===== src/rtl/inc_share_arbiter_pkg.sv =====
// Shared definitions for the increment-share arbiter family: FSM state
// encoding, default widths and the round-robin pick function.
package inc_share_arbiter_pkg;

    typedef enum logic [1:0] {
        S_IDLE  = 2'd0,
        S_ISSUE = 2'd1,
        S_WAIT  = 2'd2,
        S_RESP  = 2'd3
    } arb_state_t;

    localparam int LP_NUM_REQ_DEF = 4;
    localparam int LP_DATA_W_DEF  = 8;
    localparam int LP_DP_LAT_DEF  = 1;
    localparam int LP_MAX_REQ     = 8;

    // First set bit of vld at or after ptr, wrapping modulo num; 0 when none is set.
    function automatic int rr_pick(input logic [LP_MAX_REQ-1:0] vld, input int ptr, input int num);
        int  idx;
        int  k;
        bit  found;
        idx   = 0;
        found = 1'b0;
        for (int i = 0; i < LP_MAX_REQ; i++) begin
            k = ptr + i;
            if (k >= num) begin
                k = k - num;
            end else begin
                k = k;
            end
            if (!found && (i < num) && vld[k[2:0]]) begin
                idx   = k;
                found = 1'b1;
            end else begin
                found = found;
            end
        end
        return idx;
    endfunction

endpackage


===== src/rtl/inc_arb_rr_pick.sv =====
// Combinational round-robin picker with a priority mask: masked requesters
// win outright (lowest index first), the others rotate from the pointer.
module inc_arb_rr_pick
    import inc_share_arbiter_pkg::*;
#(
    parameter int P_N = LP_NUM_REQ_DEF
) (
    input  logic [P_N-1:0]         i_valid,
    input  logic [P_N-1:0]         i_mask,
    input  logic [$clog2(P_N)-1:0] i_ptr,
    output logic [$clog2(P_N)-1:0] o_idx,
    output logic                   o_any
);

    localparam int LP_IW = $clog2(P_N);

    logic [LP_MAX_REQ-1:0] w_prio;
    logic [LP_MAX_REQ-1:0] w_rest;
    int                    w_pick;

    // Select the priority group when it has any request, else rotate over the rest.
    always_comb begin
        w_prio = LP_MAX_REQ'(i_valid & i_mask);
        w_rest = LP_MAX_REQ'(i_valid & ~i_mask);
        if (w_prio != {LP_MAX_REQ{1'b0}}) begin
            w_pick = rr_pick(w_prio, 0, P_N);
        end else begin
            w_pick = rr_pick(w_rest, int'(i_ptr), P_N);
        end
        o_idx = LP_IW'(w_pick);
        o_any = (i_valid != {P_N{1'b0}});
    end

endmodule


===== src/rtl/inc_share_arbiter.sv =====
// Shares one external registered increment datapath between P_NUM_REQ requesters.
// Build option INC_ARB_PRIO0_EN gives requester 0 strict priority over the rotation.
module inc_share_arbiter
    import inc_share_arbiter_pkg::*;
#(
    parameter int P_NUM_REQ = LP_NUM_REQ_DEF,
    parameter int P_DATA_W  = LP_DATA_W_DEF,
    parameter int P_DP_LAT  = LP_DP_LAT_DEF
) (
    input  logic                          CLK_I,
    input  logic                          RST_I,
    input  logic [P_NUM_REQ-1:0]          REQ_VALID_I,
    input  logic [P_NUM_REQ*P_DATA_W-1:0] REQ_DATA_I,
    output logic [P_NUM_REQ-1:0]          REQ_READY_O,
    output logic [P_NUM_REQ-1:0]          RSP_VALID_O,
    output logic [P_DATA_W-1:0]           RSP_DATA_O,
    output logic                          RSP_OVF_O,
    input  logic [P_NUM_REQ-1:0]          RSP_READY_I,
    output logic                          DP_VALID_O,
    output logic [P_DATA_W-1:0]           DP_DATA_O,
    input  logic [P_DATA_W-1:0]           DP_DATA_I,
    output logic                          BUSY_O
);

    localparam int         LP_IW       = $clog2(P_NUM_REQ);
    localparam logic [1:0] LP_CNT_INIT = 2'(P_DP_LAT - 1);

    arb_state_t             r_state;
    logic [LP_IW-1:0]       r_grant;
    logic [LP_IW-1:0]       r_ptr;
    logic [1:0]             r_cnt;
    logic [P_DATA_W-1:0]    r_op;
    logic [P_DATA_W-1:0]    r_rsp_data;
    logic                   r_rsp_ovf;

    logic [P_NUM_REQ-1:0]   w_mask;
    logic [P_NUM_REQ-1:0]   w_grant_oh;
    logic [LP_IW-1:0]       w_pick_idx;
    logic [LP_IW-1:0]       w_ptr_next;
    logic                   w_pick_any;
    logic [P_DATA_W-1:0]    w_req_data;
    logic                   w_rsp_hs;

`ifdef INC_ARB_PRIO0_EN
    assign w_mask = {{(P_NUM_REQ-1){1'b0}}, 1'b1};
`else
    assign w_mask = {P_NUM_REQ{1'b0}};
`endif

    inc_arb_rr_pick #(
        .P_N (P_NUM_REQ)
    ) u_pick (
        .i_valid (REQ_VALID_I),
        .i_mask  (w_mask),
        .i_ptr   (r_ptr),
        .o_idx   (w_pick_idx),
        .o_any   (w_pick_any)
    );

    // Grant decode, granted operand select and pointer successor.
    always_comb begin
        w_grant_oh          = {P_NUM_REQ{1'b0}};
        w_grant_oh[r_grant] = 1'b1;
        w_req_data          = REQ_DATA_I[int'(r_grant)*P_DATA_W +: P_DATA_W];
        if (r_grant == LP_IW'(P_NUM_REQ - 1)) begin
            w_ptr_next = {LP_IW{1'b0}};
        end else begin
            w_ptr_next = r_grant + LP_IW'(1);
        end
    end

    assign w_rsp_hs    = (r_state == S_RESP) && RSP_READY_I[r_grant];
    assign REQ_READY_O = (r_state == S_ISSUE) ? w_grant_oh : {P_NUM_REQ{1'b0}};
    assign DP_VALID_O  = (r_state == S_ISSUE);
    assign DP_DATA_O   = (r_state == S_ISSUE) ? w_req_data : {P_DATA_W{1'b0}};
    assign RSP_VALID_O = (r_state == S_RESP) ? w_grant_oh : {P_NUM_REQ{1'b0}};
    assign RSP_DATA_O  = r_rsp_data;
    assign RSP_OVF_O   = r_rsp_ovf;
    assign BUSY_O      = (r_state != S_IDLE);

    // Operation sequencer: arbitrate, issue, wait out the datapath, hold the response.
    always_ff @(posedge CLK_I or posedge RST_I) begin
        if (RST_I) begin
            r_state    <= S_IDLE;
            r_grant    <= {LP_IW{1'b0}};
            r_ptr      <= {LP_IW{1'b0}};
            r_cnt      <= 2'd0;
            r_op       <= {P_DATA_W{1'b0}};
            r_rsp_data <= {P_DATA_W{1'b0}};
            r_rsp_ovf  <= 1'b0;
        end else begin
            case (r_state)
                S_IDLE: begin
                    if (w_pick_any) begin
                        r_grant <= w_pick_idx;
                        r_state <= S_ISSUE;
                    end else begin
                        r_state <= S_IDLE;
                    end
                end
                S_ISSUE: begin
                    r_op    <= w_req_data;
                    // A strict-priority win leaves the rotation where it was.
                    r_ptr   <= w_mask[r_grant] ? r_ptr : w_ptr_next;
                    r_cnt   <= LP_CNT_INIT;
                    r_state <= S_WAIT;
                end
                S_WAIT: begin
                    if (r_cnt == 2'd0) begin
                        r_rsp_data <= DP_DATA_I;
                        r_rsp_ovf  <= (r_op == {P_DATA_W{1'b1}});
                        r_state    <= S_RESP;
                    end else begin
                        r_cnt <= r_cnt - 2'd1;
                    end
                end
                S_RESP: begin
                    if (w_rsp_hs && w_pick_any) begin
                        r_grant <= w_pick_idx;
                        r_state <= S_ISSUE;
                    end else if (w_rsp_hs) begin
                        r_state <= S_IDLE;
                    end else begin
                        r_state <= S_RESP;
                    end
                end
                default: begin
                    r_state <= S_IDLE;
                end
            endcase
        end
    end

endmodule


===== config.mk =====
export PLATFORM = sky130hd
export DESIGN_NAME = inc_share_arbiter
export DESIGN_NICKNAME = d
export VERILOG_FILES = /design/src/rtl/inc_share_arbiter_pkg.sv /design/src/rtl/inc_arb_rr_pick.sv /design/src/rtl/inc_share_arbiter.sv
export SDC_FILE = /design/constraint.sdc
export NUM_CORES = 1
export LEC_CHECK = 0
export ABC_AREA = 1
export CAP_MARGIN = 25
export CORE_ASPECT_RATIO = 1.4
export CORE_UTILIZATION = 46
export DETAILED_ROUTE_END_ITERATION = 7
export GPL_ROUTABILITY_DRIVEN = 1
export PLACE_DENSITY_LB_ADDON = 0.25
export SYNTH_ARGS = -nofsm -noshare
export SYNTH_HDL_FRONTEND = slang
export SYNTH_SLANG_ARGS = --single-unit

===== constraint.sdc =====
create_clock -name CLK_I -period 3.4 [get_ports CLK_I]
set_input_delay 0.34 -clock CLK_I [delete_from_list [all_inputs] [get_ports CLK_I]]
set_output_delay 0.34 -clock CLK_I [all_outputs]
set_load 0.005 [all_outputs]

Word level (Yosys, flattened, before mapping)
Index checks and enable logic that the tools add are counted.

cells by class
  reductions and logical operators = 19
  $lt $le $gt $ge = 10
  shifts and indexed selects = 1
  equal/unequal tests = 9
  $add $sub $neg = 9
  mux-type cells = 39
  bitwise logic cells = 1

operators by type and width
  kind                                                                                  count
  32-bit by 4-bit greater-or-equal comparator with 1-bit output, second input constant  3
  32-bit by 6-bit indexed part select with 8-bit output                                 1
  2-bit two-way mux                                                                     11
  3-bit by 4-bit < comparator with 1-bit output, second input constant                  4
  1-bit binary-select mux with 3-bit select                                             4
  3-bit two-way mux                                                                     4
  1-bit two-way mux                                                                     11
  3-bit subtractor, second input constant                                               3
  8-bit == test, second input constant                                                  1
  4-bit two-way mux                                                                     2
  8-bit two-way mux                                                                     1
  2-bit one-hot mux with 2 select lines                                                 2
  2-bit one-hot mux with 4 select lines                                                 1
  2-bit by 2-bit adder with 3-bit output, second input constant                         2
  2-bit == test, second input constant                                                  3
  1-bit logical AND                                                                     6
  2-bit inequality test, second input constant                                          3
  2-bit AND reduction                                                                   3
  2-bit nonzero test                                                                    3
  1-bit binary-select mux with 2-bit select                                             2
  2-bit zero test                                                                       2
  4-bit nonzero test                                                                    1
  2-bit by 1-bit adder with 3-bit output, second input constant                         1
  2-bit by 3-bit greater-or-equal comparator with 1-bit output, second input constant   1
  other kinds (11)                                                                      13

word-level totals
  output and inout bits = 27
  flip-flop bits (word level) = 25
  bits of input ports = 50
  word-level logic and storage cells = 95

Logic depth before layout (Yosys ltp)
  depth in word-level cells = 16
  gate-level depth with buffers = 12
  gate-level depth less buffers = 11

By module
Synthesis repeated with hierarchy kept, for this count alone.

unflattened totals
  cell total of the unflattened synthesis = 250
  area total of the unflattened synthesis = 1764.2 um^2

modules (own cells, without submodules)
  module             area each (um^2)  times used  sequential area each (um^2)  cells an instance
  inc_share_arbiter  1450.1            1           625.6                        187
  inc_arb_rr_pick    314.1             1           0.0                          63

Least setup slack after synthesis
No wires, ideal clock.

  path type = register to register
  start = reg r_ptr[0]
  end = reg r_grant[1]
  data arrival time = 1.379 ns
  buffers on the path = 1
  stages on the path, launching flop included = 13
  path slack = 1.904 ns
  period minus slack after synthesis = 1.496 ns
  required time = 3.283 ns
  setup time = 0.117 ns
  cell sequence = dfrtp_1 -> buf_6 -> inv_4 -> ha_1 -> inv_1 -> nand3_1 -> nand2_1 -> nand2_1 -> inv_2 -> nand3_1 -> nand2_1 -> nor2_1 -> nor2_1

on the way
  word-level cells in the longest chain between the ends = 16
  elaborated cells between the ends (all ways) = 39
  classes of those cells = add/sub (7); order compare (4); mux (22); reduce/logical (6)

ends and longest elaborated chain
  element                                                                                                                 line                                               text
  from (decl)                                                                                                             inc_share_arbiter.sv:30                            logic [LP_IW-1:0] r_ptr;
  from (signal assigned)                                                                                                  inc_share_arbiter.sv:86                            r_ptr <= {LP_IW{1'b0}};
  from (signal assigned)                                                                                                  inc_share_arbiter.sv:104                           r_ptr <= w_mask[r_grant] ? r_ptr : w_ptr_next;
  parallel branches: the longest is 13 deep, another holds 32-bit by 4-bit greater-or-equal comparator with 1-bit output  --
  2-bit two-way mux *                                                                                                     inc_share_arbiter_pkg.sv:31                        if (!found && (i < num) && vld[k[2:0]]) begin
  2-bit two-way mux (on tied branches)                                                                                    inc_share_arbiter.sv:118, inc_share_arbiter.sv:94
  2-bit one-hot mux with 2 select lines *                                                                                 inc_share_arbiter.sv:92                            case (r_state)
  to (signal assigned)                                                                                                    inc_share_arbiter.sv:85                            r_grant <= {LP_IW{1'b0}};
  to (signal assigned)                                                                                                    inc_share_arbiter.sv:95                            r_grant <= w_pick_idx;
  to (signal assigned)                                                                                                    inc_share_arbiter.sv:119                           r_grant <= w_pick_idx;
  to (decl)                                                                                                               inc_share_arbiter.sv:29                            logic [LP_IW-1:0] r_grant;

Every way passes the cells marked *. The select of a mux whose other input is x is not followed.
A chain may end at the register's enable or synchronous reset.

Worst setup path after layout
  start = reg r_grant[0]
  end = out DP_DATA_O[5]

on the way
  word-level cells in the longest chain between the ends = 2

ends and longest elaborated chain
  element                                                line                     text
  32-bit by 6-bit indexed part select with 8-bit output  inc_share_arbiter.sv:64  w_req_data = REQ_DATA_I[int'(r_grant)*P_DATA_W +: P_DATA_W];
  8-bit two-way mux                                      inc_share_arbiter.sv:75  assign DP_DATA_O = (r_state == S_ISSUE) ? w_req_data : {P_DATA_W{1'b0}};
  to (decl)                                              inc_share_arbiter.sv:20  output logic [P_DATA_W-1:0] DP_DATA_O,

No other way between the ends.

==> out/metrics.yaml <==
maxCapViolations: 0
routedWlPerCell_um: 12.31
drtIter0Drc: 58
startpoint_type: "flip-flop"
antenna_found_initial: 0
dr.pass1.iters: 4
synthDistinctLibCells: 26
clkTransAtPathRegs_ps: 90
path_cells: "inv_2 -> o21ai_0 -> a21oi_2 -> clkdlybuf4s50_1"
wirelength_um: 4529
p_clk_frac: 0.086
cts_tree: "yes"
critPathCaptureType: "output pin"
ir_worst_vdd_uv: 589.6
maxSlewHeadroom: 0.3741
cts_root_buf: "clkbuf_8"
first_global_vias: 1653
slowest_delay_ps: 770
cp.required_ps: 3060
yosys-top-cells-area: "dfrtp_1, nand2_1, nor2_1"
p_per_area_nw_per_um2: 818.6
path_buf_inv: 2
path_delay_family: "flip-flops"
yosys.area.top_type_share: 0.3436
ant_nets: 0
ys_ff_latch: 25
grt_pass1_wl_um: 7120
hp-class: "reg2reg"
synthTopCellsByCount: "nand2_1, nor2_1, inv_1"
io_pins: 77
clock.fmax_mhz: 384.8
crit_arrival_ps: 2260
rsz0062_at_grt: "false"
fin_crit_sh: 0.7644
cts_setup_buffers: 0
row_count: 26
port_buffers: 76
synth_edf_count: 0
synth_cells: 255
grt_usage: 0.2222
yosysTopAreaCell: "dfrtp_1"
syn_avg_cell_area_um2: 7.139
drive_gt1_frac: 0.09202
ys_warn_count: 0
cts_hold_buf: 0
power.leakage_nw: 1.300
synthArstFlopShare: 1.000
core_um2: 3709
fin_util: 0.7034
routabilityCongestion: 0.7797
via_count: 1848
cts_buffers: 3
fp.dieW_um: 55.17
clockBufferDepth: 2
slowest_stage: "dfrtp_1"
tns_ps: 0
routed_via_density: 5.022
finalHoldViolCount: 0
worstMarginPinSlew_ps: 937.8
p_int_w: 0.001159
sw_frac_of_total: 0.4574
die_area_um2: 4217
antenna_cells: 0
ys.flop_type: "dfrtp_1"
skew_ps: 1.302
htreeDepth: 1
p_sw_w: 0.0009767
cts.sinks: 25
cts-resized-gates: 0
clk_latency_ps: 270
initial_utilization: 0.4909
outcome: "completed"
setup_violations: 0
syn_nets: 316
seqPwrFrac: 0.271
critPathMaxFanout: 22
slew_viol_final: 0
yosysSeqAreaShare: 0.3436
synth.most_common_cell: "nand2_1"
comb_power_share: 0.643
drcViolationCount: 0
die_h_um: 76.44
min_period_ps: 2599
dpl.hpwl_um: 3542
area_growth_pct: 43.30
grt_max_degree: 26
crit_type: "reg2out"
finalNetCount: 388
syn_area_um2: 1820
grt_overflow_total: 0
==> worst min-delay path, cell delays in order (launching register included) <==
cell	delay [ps]
dfrtp_1	350
nand2_1	50
nand2_1	50
==> cells in the final DEF, fill, tap and decap left out, drive strengths merged <==
master / count
o21ai: 20
clkinv: 1
clkbuf: 3
inv: 33
nand2: 73
dfrtp: 25
ha: 11
nand4: 3
a21o: 8
nand3: 16
nor2: 40
clkdlybuf4s50: 76
a21oi: 12
a22oi: 1
o22ai: 1
a31oi: 1
o31ai: 2
==> layer usage <==
metal,vias up,GRT usage,wire [µm]
met2,49,0.3916,2349
li1,947,-,-
met4,0,0.07750,57
met1,846,0.2613,1901
met3,6,0.02395,221
met5,-,0,0
==> final timing paths <==
| check | start | end | slack, ps | cells past startpoint |
|---|---|---|---|---|
| max in group asynchronous | RST_I | r_op[0] | 2260 | 2 |
| setup reg to reg | r_state[0] | r_cnt[1] | 1540 | 6 |
| setup / recovery | r_grant[0] | DP_DATA_O[5] | 800 | 4 |
| hold / removal | RSP_DATA_O[2] | RSP_DATA_O[2] | 480 | 2 |
| min in group asynchronous | RST_I | r_cnt[1] | 580 | 2 |
| hold reg to reg | RSP_DATA_O[2] | RSP_DATA_O[2] | 480 | 2 |
==> cell type report <==
class / count / area [µm²]
inverters: 33 / 128.9
multi-input cells: 188 / 991.0
clock buffers: 3 / 41.29
flip-flops and latches: 25 / 625.6
clock inverters: 1 / 8.758
fillers: 332 / 1100
repair buffers: 76 / 760.7
well taps: 42 / 52.55
==> logic make-up (layout without fill, tap and decap cells) <==
family | after synthesis | count (layout) | share of synthesized area
simple gates | 132 | 132 | 0.3120
compound gates | 45 | 45 | 0.1567
buf+inv | 42 | 113 | 0.1120
fa+ha+maj | 11 | 11 | 0.07560
flops | 25 | 25 | 0.3436
==> power groups by stage <==
stage	combinational (W)	sequential (W)	clock, W
2_1_floorplan	0.000994	0.000515	0
3_3_place_gp	0.00136	0.000579	0
3_5_place_dp	0.00137	0.000583	0
4_1_cts	0.00138	0.000577	0.000188
5_1_grt	0.00155	0.000600	0.000204
6_report	0.00137	0.000579	0.000184
==> stage by stage <==
step / setup WS (ps) / hold slack [ps] / power (W) / instance area [µm²] / std cells
detailed placement: 1135 / 465.1 / 0.001951 / 2559 / 364
finish: 801.0 / 482.8 / 0.002136 / 2609 / 368
CTS: 825.2 / 489.4 / 0.002142 / 2609 / 368
global placement: 1160 / 461.6 / 0.001936 / 2559 / 364
global route: 631.0 / 514.3 / 0.002353 / 2609 / 368
floorplan: 1904 / 367.3 / 0.001510 / 1821 / 255
==> flip-flops by register name, indices dropped and copies added (netlist names) <==
register and cells:
r_op 8, r_grant 2, r_state 2, r_cnt 2, RSP_DATA_O 8, r_ptr 2, RSP_OVF_O 1
Note: power is estimated with default switching activity, not from simulation.
